<file path="src/rtl/key_vol_ctrl_if.sv">
// Codec configuration handshake between the key/volume controller and the
// I2C codec configuration master: one 16-bit word per req/ack exchange.
interface key_vol_ctrl_if;
  logic        Cfg_Req;
  logic [15:0] Cfg_Data;
  logic        Cfg_Ack;
  logic        Cfg_Err;

  modport master (
    output Cfg_Req,
    output Cfg_Data,
    output Cfg_Err,
    input  Cfg_Ack
  );

  modport slave (
    input  Cfg_Req,
    input  Cfg_Data,
    input  Cfg_Err,
    output Cfg_Ack
  );
endinterface

</file>
<file path="src/rtl/key_vol_ctrl.sv">
// Key-driven volume/mute controller. Latches one-cycle key flags into pending
// bits, applies saturating volume steps or a mute toggle, and sequences one
// codec register write at a time with ack timeout and an enforced idle gap.
module key_vol_ctrl #(
  parameter int         VOL_W       = 7,
  parameter int         VOL_MAX     = 127,
  parameter int         VOL_MIN     = 48,
  parameter int         VOL_DEF     = 121,
  parameter int         VOL_STEP    = 4,
  parameter logic [6:0] VOL_ADDR    = 7'h02,
  parameter logic [6:0] MUTE_ADDR   = 7'h05,
  parameter int         ACK_TIMEOUT = 1000000,
  parameter int         GAP_CYC     = 1000
) (
  input  logic                 Clk,
  input  logic                 Reset,
  input  logic                 Key_Up_Flag,
  input  logic                 Key_Dn_Flag,
  input  logic                 Key_Mute_Flag,
  key_vol_ctrl_if.master       cfg,
  output logic [VOL_W-1:0]     Volume,
  output logic                 Mute,
  output logic                 Busy
);

  // One counter serves both the ack timeout and the idle gap.
  localparam int CNT_MAX = (ACK_TIMEOUT > GAP_CYC) ? ACK_TIMEOUT : GAP_CYC;
  localparam int CNT_W   = $clog2(CNT_MAX + 1);
  localparam logic [CNT_W-1:0] TO_LAST  = CNT_W'(ACK_TIMEOUT - 1);
  localparam logic [CNT_W-1:0] GAP_LAST = CNT_W'(GAP_CYC - 1);

  // Saturation arithmetic runs one bit wider than the volume so it never wraps.
  localparam logic [VOL_W:0]   MAX_X  = (VOL_W + 1)'(VOL_MAX);
  localparam logic [VOL_W:0]   MIN_X  = (VOL_W + 1)'(VOL_MIN);
  localparam logic [VOL_W:0]   STEP_X = (VOL_W + 1)'(VOL_STEP);
  localparam logic [VOL_W-1:0] DEF_V  = VOL_W'(VOL_DEF);

  typedef enum logic [1:0] {
    IDLE     = 2'd0,
    WAIT_ACK = 2'd1,
    GAP      = 2'd2
  } state_t;

  state_t            state_r;
  logic [CNT_W-1:0]  cnt_r;
  logic [VOL_W-1:0]  vol_r;
  logic              mute_r;
  logic              pend_up_r;
  logic              pend_dn_r;
  logic              pend_mute_r;
  logic              req_r;
  logic [15:0]       data_r;
  logic              err_r;
  logic              busy_r;

  logic [VOL_W:0]    sum_s;
  logic [VOL_W:0]    diff_s;
  logic [VOL_W-1:0]  vol_up_s;
  logic [VOL_W-1:0]  vol_dn_s;

  // Next volume for an up or down step, clamped to [VOL_MIN, VOL_MAX].
  always_comb begin
    sum_s  = {1'b0, vol_r} + STEP_X;
    diff_s = {1'b0, vol_r} - STEP_X;
    if (sum_s > MAX_X) begin
      vol_up_s = MAX_X[VOL_W-1:0];
    end else begin
      vol_up_s = sum_s[VOL_W-1:0];
    end
    if ({1'b0, vol_r} < (MIN_X + STEP_X)) begin
      vol_dn_s = MIN_X[VOL_W-1:0];
    end else begin
      vol_dn_s = diff_s[VOL_W-1:0];
    end
  end

  // Write sequencer, volume/mute state and pending-event latches.
  always_ff @(posedge Clk or posedge Reset) begin
    if (Reset) begin
      state_r     <= IDLE;
      cnt_r       <= '0;
      vol_r       <= DEF_V;
      mute_r      <= 1'b0;
      pend_up_r   <= 1'b0;
      pend_dn_r   <= 1'b0;
      pend_mute_r <= 1'b0;
      req_r       <= 1'b0;
      data_r      <= 16'h0000;
      err_r       <= 1'b0;
      busy_r      <= 1'b0;
    end else begin
      err_r <= 1'b0;
      case (state_r)
        IDLE: begin
          if (pend_mute_r) begin
            mute_r      <= ~mute_r;
            data_r      <= {MUTE_ADDR, 8'h00, ~mute_r};
            pend_mute_r <= 1'b0;
            req_r       <= 1'b1;
            busy_r      <= 1'b1;
            cnt_r       <= '0;
            state_r     <= WAIT_ACK;
          end else if (pend_up_r && pend_dn_r) begin
            // Opposing presses cancel each other without a codec write.
            pend_up_r <= 1'b0;
            pend_dn_r <= 1'b0;
          end else if (pend_up_r) begin
            vol_r     <= vol_up_s;
            data_r    <= {VOL_ADDR, 9'(vol_up_s)};
            pend_up_r <= 1'b0;
            req_r     <= 1'b1;
            busy_r    <= 1'b1;
            cnt_r     <= '0;
            state_r   <= WAIT_ACK;
          end else if (pend_dn_r) begin
            vol_r     <= vol_dn_s;
            data_r    <= {VOL_ADDR, 9'(vol_dn_s)};
            pend_dn_r <= 1'b0;
            req_r     <= 1'b1;
            busy_r    <= 1'b1;
            cnt_r     <= '0;
            state_r   <= WAIT_ACK;
          end else begin
            state_r <= IDLE;
          end
        end
        WAIT_ACK: begin
          if (cfg.Cfg_Ack) begin
            req_r   <= 1'b0;
            cnt_r   <= '0;
            state_r <= GAP;
          end else if (cnt_r == TO_LAST) begin
            // Abandon the write; volume/mute keep their already-updated values.
            req_r   <= 1'b0;
            err_r   <= 1'b1;
            cnt_r   <= '0;
            state_r <= GAP;
          end else begin
            cnt_r <= cnt_r + CNT_W'(1);
          end
        end
        GAP: begin
          if (cnt_r == GAP_LAST) begin
            cnt_r   <= '0;
            busy_r  <= 1'b0;
            state_r <= IDLE;
          end else begin
            cnt_r <= cnt_r + CNT_W'(1);
          end
        end
        default: begin
          state_r <= IDLE;
          req_r   <= 1'b0;
          busy_r  <= 1'b0;
          cnt_r   <= '0;
        end
      endcase
      // A new flag wins over a same-cycle clear, and repeats coalesce.
      if (Key_Up_Flag) begin
        pend_up_r <= 1'b1;
      end
      if (Key_Dn_Flag) begin
        pend_dn_r <= 1'b1;
      end
      if (Key_Mute_Flag) begin
        pend_mute_r <= 1'b1;
      end
    end
  end

  assign cfg.Cfg_Req  = req_r;
  assign cfg.Cfg_Data = data_r;
  assign cfg.Cfg_Err  = err_r;
  assign Volume       = vol_r;
  assign Mute         = mute_r;
  assign Busy         = busy_r;

endmodule

</file>
<file path="src/flat_wrapper.sv">
// flat-port wrapper written by rule: the top's interface ports become plain ports
module key_vol_ctrl_flat 
#(
  parameter int         VOL_W       = 7,
  parameter int         VOL_MAX     = 127,
  parameter int         VOL_MIN     = 48,
  parameter int         VOL_DEF     = 121,
  parameter int         VOL_STEP    = 4,
  parameter logic [6:0] VOL_ADDR    = 7'h02,
  parameter logic [6:0] MUTE_ADDR   = 7'h05,
  parameter int         ACK_TIMEOUT = 1000000,
  parameter int         GAP_CYC     = 1000
)
  (Clk, Reset, Key_Up_Flag, Key_Dn_Flag, Key_Mute_Flag, Volume, Mute, Busy, cfg_Cfg_Req, cfg_Cfg_Data, cfg_Cfg_Err, cfg_Cfg_Ack);
  key_vol_ctrl_if cfg_i ();
  input  logic Clk;
  input  logic Reset;
  input  logic Key_Up_Flag;
  input  logic Key_Dn_Flag;
  input  logic Key_Mute_Flag;
  output logic [VOL_W-1:0] Volume;
  output logic Mute;
  output logic Busy;
  output wire logic [$bits(cfg_i.Cfg_Req)-1:0] cfg_Cfg_Req;
  output wire logic [$bits(cfg_i.Cfg_Data)-1:0] cfg_Cfg_Data;
  output wire logic [$bits(cfg_i.Cfg_Err)-1:0] cfg_Cfg_Err;
  input wire logic [$bits(cfg_i.Cfg_Ack)-1:0] cfg_Cfg_Ack;
  assign cfg_Cfg_Req = cfg_i.Cfg_Req;
  assign cfg_Cfg_Data = cfg_i.Cfg_Data;
  assign cfg_Cfg_Err = cfg_i.Cfg_Err;
  assign cfg_i.Cfg_Ack = cfg_Cfg_Ack;
  key_vol_ctrl #(.VOL_W(VOL_W), .VOL_MAX(VOL_MAX), .VOL_MIN(VOL_MIN), .VOL_DEF(VOL_DEF), .VOL_STEP(VOL_STEP), .VOL_ADDR(VOL_ADDR), .MUTE_ADDR(MUTE_ADDR), .ACK_TIMEOUT(ACK_TIMEOUT), .GAP_CYC(GAP_CYC)) u_core (.Clk(Clk), .Reset(Reset), .Key_Up_Flag(Key_Up_Flag), .Key_Dn_Flag(Key_Dn_Flag), .Key_Mute_Flag(Key_Mute_Flag), .cfg(cfg_i), .Volume(Volume), .Mute(Mute), .Busy(Busy));
endmodule
</file>
<file path="config.mk">
export PLATFORM = sky130hd
export DESIGN_NAME = key_vol_ctrl_flat
export DESIGN_NICKNAME = d
export VERILOG_FILES = /design/src/rtl/key_vol_ctrl_if.sv /design/src/rtl/key_vol_ctrl.sv /design/src/flat_wrapper.sv
export SDC_FILE = /design/constraint.sdc
export NUM_CORES = 1
export LEC_CHECK = 0
export ABC_CLOCK_PERIOD_IN_PS = 2200
export CAP_MARGIN = 20
export CORE_UTILIZATION = 55
export CTS_CLUSTER_SIZE = 20
export DETAILED_ROUTE_END_ITERATION = 8
export HOLD_SLACK_MARGIN = 0.12
export PLACE_DENSITY = 0.79
export SLEW_MARGIN = 20
export SYNTH_ARGS = -nofsm -noshare
export SYNTH_HDL_FRONTEND = slang
export SYNTH_SLANG_ARGS = --single-unit
</file>
<file path="constraint.sdc">
create_clock -name Clk -period 2.2 [get_ports Clk]
set_input_delay 0.33 -clock Clk [delete_from_list [all_inputs] [get_ports Clk]]
set_output_delay 0.33 -clock Clk [all_outputs]
set_load 0.1 [all_outputs]
</file>
==> impl_metrics.json <==
{
  "drc": 0,
  "synth_common_cells": "dfrtp_1, nand2_1, nor2_1, o21ai_0, a21o_1",
  "crit_type": "reg2reg",
  "synth_area_leaders": "dfrtp_1, nand2_1, dfstp_2",
  "max_freq_ghz": 0.495,
  "rows": 24,
  "chipHeight_um": 70.9,
  "fill_cells": 354,
  "layout-drive-gt1-share_pct": 18.6,
  "clock_latency_ps": 290,
  "grt_pass1_wl_um": 9090,
  "drt-total-wl_um": 5350,
  "status": "finished, final reports clean",
  "postSynth.asyncResetShare_pct": 100,
  "hold_path.class": "in2async",
  "critPathRequiredTime_ps": 2420,
  "first_iter_violations": 164,
  "area_growth_pct": 13.5,
  "cts_buffer_depth": 2,
  "dp_hpwl_um": 3790,
  "routedWlPerCell_um": 14.9,
  "worst_ir_drop_vdd_v": 0.000951,
  "cp_max_fo": 12,
  "ff2ff_path_depth": 7,
  "p_comb_share_pct": 52.3,
  "syn_avg_cell_area_um2": 9.28,
  "yosys.area.top_type": "dfrtp_1",
  "clkSlewWorstSetupHoldPaths_ps": 80,
  "syn_inst": 281,
  "synth_ff_type": "dfrtp_1",
  "coreArea_mm2": 0.00444,
  "fin_worst_hold_slack_ps": 415,
  "yosysMostFrequentCell": "dfrtp_1",
  "via_per_inst": 5.90,
  "slew_headroom_pct": 64.3,
  "worstMarginPinSlew_ps": 536,
  "synth_edf_count": 0,
  "ys_seq_area_share_pct": 43.4,
  "synthDistinctLibCells": 57,
  "p_sw_share_pct": 49.7,
  "cts_tree": "done",
  "io_pins": 33,
  "finalClockSkew_ps": 6.69,
  "die_x_um": 70.9,
  "h-tree-depth": 2,
  "clkPwrFrac_pct": 17.1,
  "hold_buffers": 0,
  "r2r_start": "u_core.cnt_r[0]$_DFFE_PP0P_",
  "worst_setup_path_end_kind": "flip-flop",
  "grt_setup_unrepaired": "false",
  "start_kind": "flip-flop",
  "finalCritPeriodShare_pct": 91.8,
  "worstPathArrival_ps": 2240,
  "gp_congestion": 0.856,
  "dr.pass1.iters": 6,
  "grt_max_degree": 35,
  "layout.nets": 317,
  "port_buffers": 26,
  "leakagePower_nw": 1.44,
  "final_antenna_net_count": 0,
  "synth-warning-count": 0,
  "antenna_found_initial": 0,
  "drv_cap": 0,
  "utilization_pct": 66.6,
  "period_needed_ps": 2020,
  "cts_root_buf": "clkbuf_8",
  "grt_pass1_vias": 1956,
  "die-area_mm2": 0.00502,
  "power-per-cell-area_mw_per_mm2": 1280,
  "clock_sinks": 45,
  "pre_cts_ws_ps": 200,
  "grt_usage_pct": 23.1,
  "ys_ff_latch": 45,
  "p_sw_mw": 1.88,
  "antenna_cells": 0,
  "r2r-end": "u_core.cnt_r[14]$_DFFE_PP0P_",
  "vias": 2111,
  "cts_made_buffers": 5,
  "timing.final.ws_setup_ps": 181,
  "synth_top_area_share_pct": 38.4,
  "hold_viol_final": 0,
  "overflow": 0,
  "setup_viol": 0,
  "syn_area_mm2": 0.00261,
  "drv_slew": 0,
  "power.internal_mw": 1.90,
  "fin_tns_setup_ps": 0,
  "start_util_pct": 58.7,
  "pwr-share-seq_pct": 30.6,
  "r2r_slack_ps": 180
}
[logic make-up after synthesis]
kind of cell / share of synthesized area (%)
and+or+nand+nor: 22.6
adders and majority gates: 2.88
buffers and inverters: 5.80
muxes: 1.58
DFF: 43.4
other: 0.144
xor gates and xnor gates: 2.01
AOI/OAI and AO/OA: 21.5
[through the flow]
step                      instance area (µm²)  power [mW]  std cells
after floorplan                          2630        2.75        286
after global placement                   2830        3.09        350
after detailed placement                 2830        3.13        350
after CTS                                2950        3.78        358
after global routing                     2960        3.99        358
final                                    2960        3.78        358
[critical path, stage by stage, from the launching register on]
cell     delay, ps
dfrtp_1        420
ha_1           260
and3_1         210
nand4_2        140
o21ai_4        100
a21o_4         270
or4_1          470
o21ai_1         80
[power groups by stage]
stage | Clock, mW | Sequential (mW) | Combinational [mW]
5_1_grt | 0.689 | 1.19 | 2.12
4_1_cts | 0.662 | 1.15 | 1.97
3_3_place_gp | 0 | 1.16 | 1.92
6_report | 0.646 | 1.16 | 1.98
2_1_floorplan | 0 | 1.76 | 0.990
3_5_place_dp | 0 | 1.17 | 1.96
[flip-flops by register name, summed over array words and instances, names as in the netlist]
| signal | flops |
|---|---|
| u_core.pend_mute_r | 1 |
| u_core.pend_dn_r | 1 |
| u_core.pend_up_r | 1 |
| u_core.state_r | 2 |
| u_core.cfg.Cfg_Err | 1 |
| u_core.Mute | 1 |
| u_core.cfg.Cfg_Req | 1 |
| u_core.Busy | 1 |
| u_core.cfg.Cfg_Data | 9 |
| u_core.cnt_r | 20 |
| u_core.Volume | 7 |
[metal layers]
layer	up-vias	share of wire (%)	track usage, %
li1	1028	-	-
met1	1000	47	32.8
met2	74	47	35.9
met3	9	4.9	3.99
met4	0	1.4	8.44
met5	-	0	0
[cell usage in the layout (no fill, tap or decap), types with 2 or more instances in the layout]
master,instances
a22o_1,9
a31oi_1,3
nor2b_1,3
nor4b_1,2
nand2_1,38
conb_1,6
dfrtp_1,39
a211oi_1,2
nor2_1,24
a21oi_1,9
nor3_1,4
inv_1,9
clkdlybuf4s50_1,5
o21ai_1,7
nand2b_1,5
and3_1,5
o31ai_1,3
clkbuf_8,6
xor2_1,4
nand4_2,2
dfstp_2,5
o21ai_4,2
xnor2_1,2
nand3_1,9
buf_4,27
o21ai_0,17
o21a_1,2
nand4_1,3
ha_1,6
mux2i_1,3
a21o_1,16
[what timing repair did]
item                       in CTS  in global routing
setup buffers                   0                  0
gates resized for setup         0                  1
setup endpoints to repair       0                  3
[layout make-up]
cell class	count	area, µm²	share of cell area [%]
Multi-Input combinational cell	211	1350	45.6
Inverter	10	37.5	1.27
Sequential cell	45	1130	38.3
Clock inverter	2	37.5	1.27
Clock buffer	6	82.6	2.79
Tap cell	52	65.1	2.20
Timing Repair Buffer	32	253	8.54
[how the worst max path moves through the flow]
stage	from	end	slack, ps	cells after the start
4_1_cts	u_core.cnt_r[0]$_DFFE_PP0P_	u_core.cnt_r[3]$_DFFE_PP0P_	170	7
3_5_place_dp	u_core.cnt_r[0]$_DFFE_PP0P_	u_core.cnt_r[3]$_DFFE_PP0P_	200	7
6_report	u_core.cnt_r[0]$_DFFE_PP0P_	u_core.cnt_r[14]$_DFFE_PP0P_	180	7
3_3_place_gp	cfg_Cfg_Ack	u_core.cnt_r[14]$_DFFE_PP0P_	240	6
2_1_floorplan	u_core.Volume[3]$_DFFE_PP1P_	u_core.cfg.Cfg_Data[4]$_DFFE_PP0P_	130	8
5_1_grt	u_core.cnt_r[0]$_DFFE_PP0P_	u_core.cnt_r[7]$_DFFE_PP0P_	10	7
No activity file was read; power rests on OpenSTA's default activity.
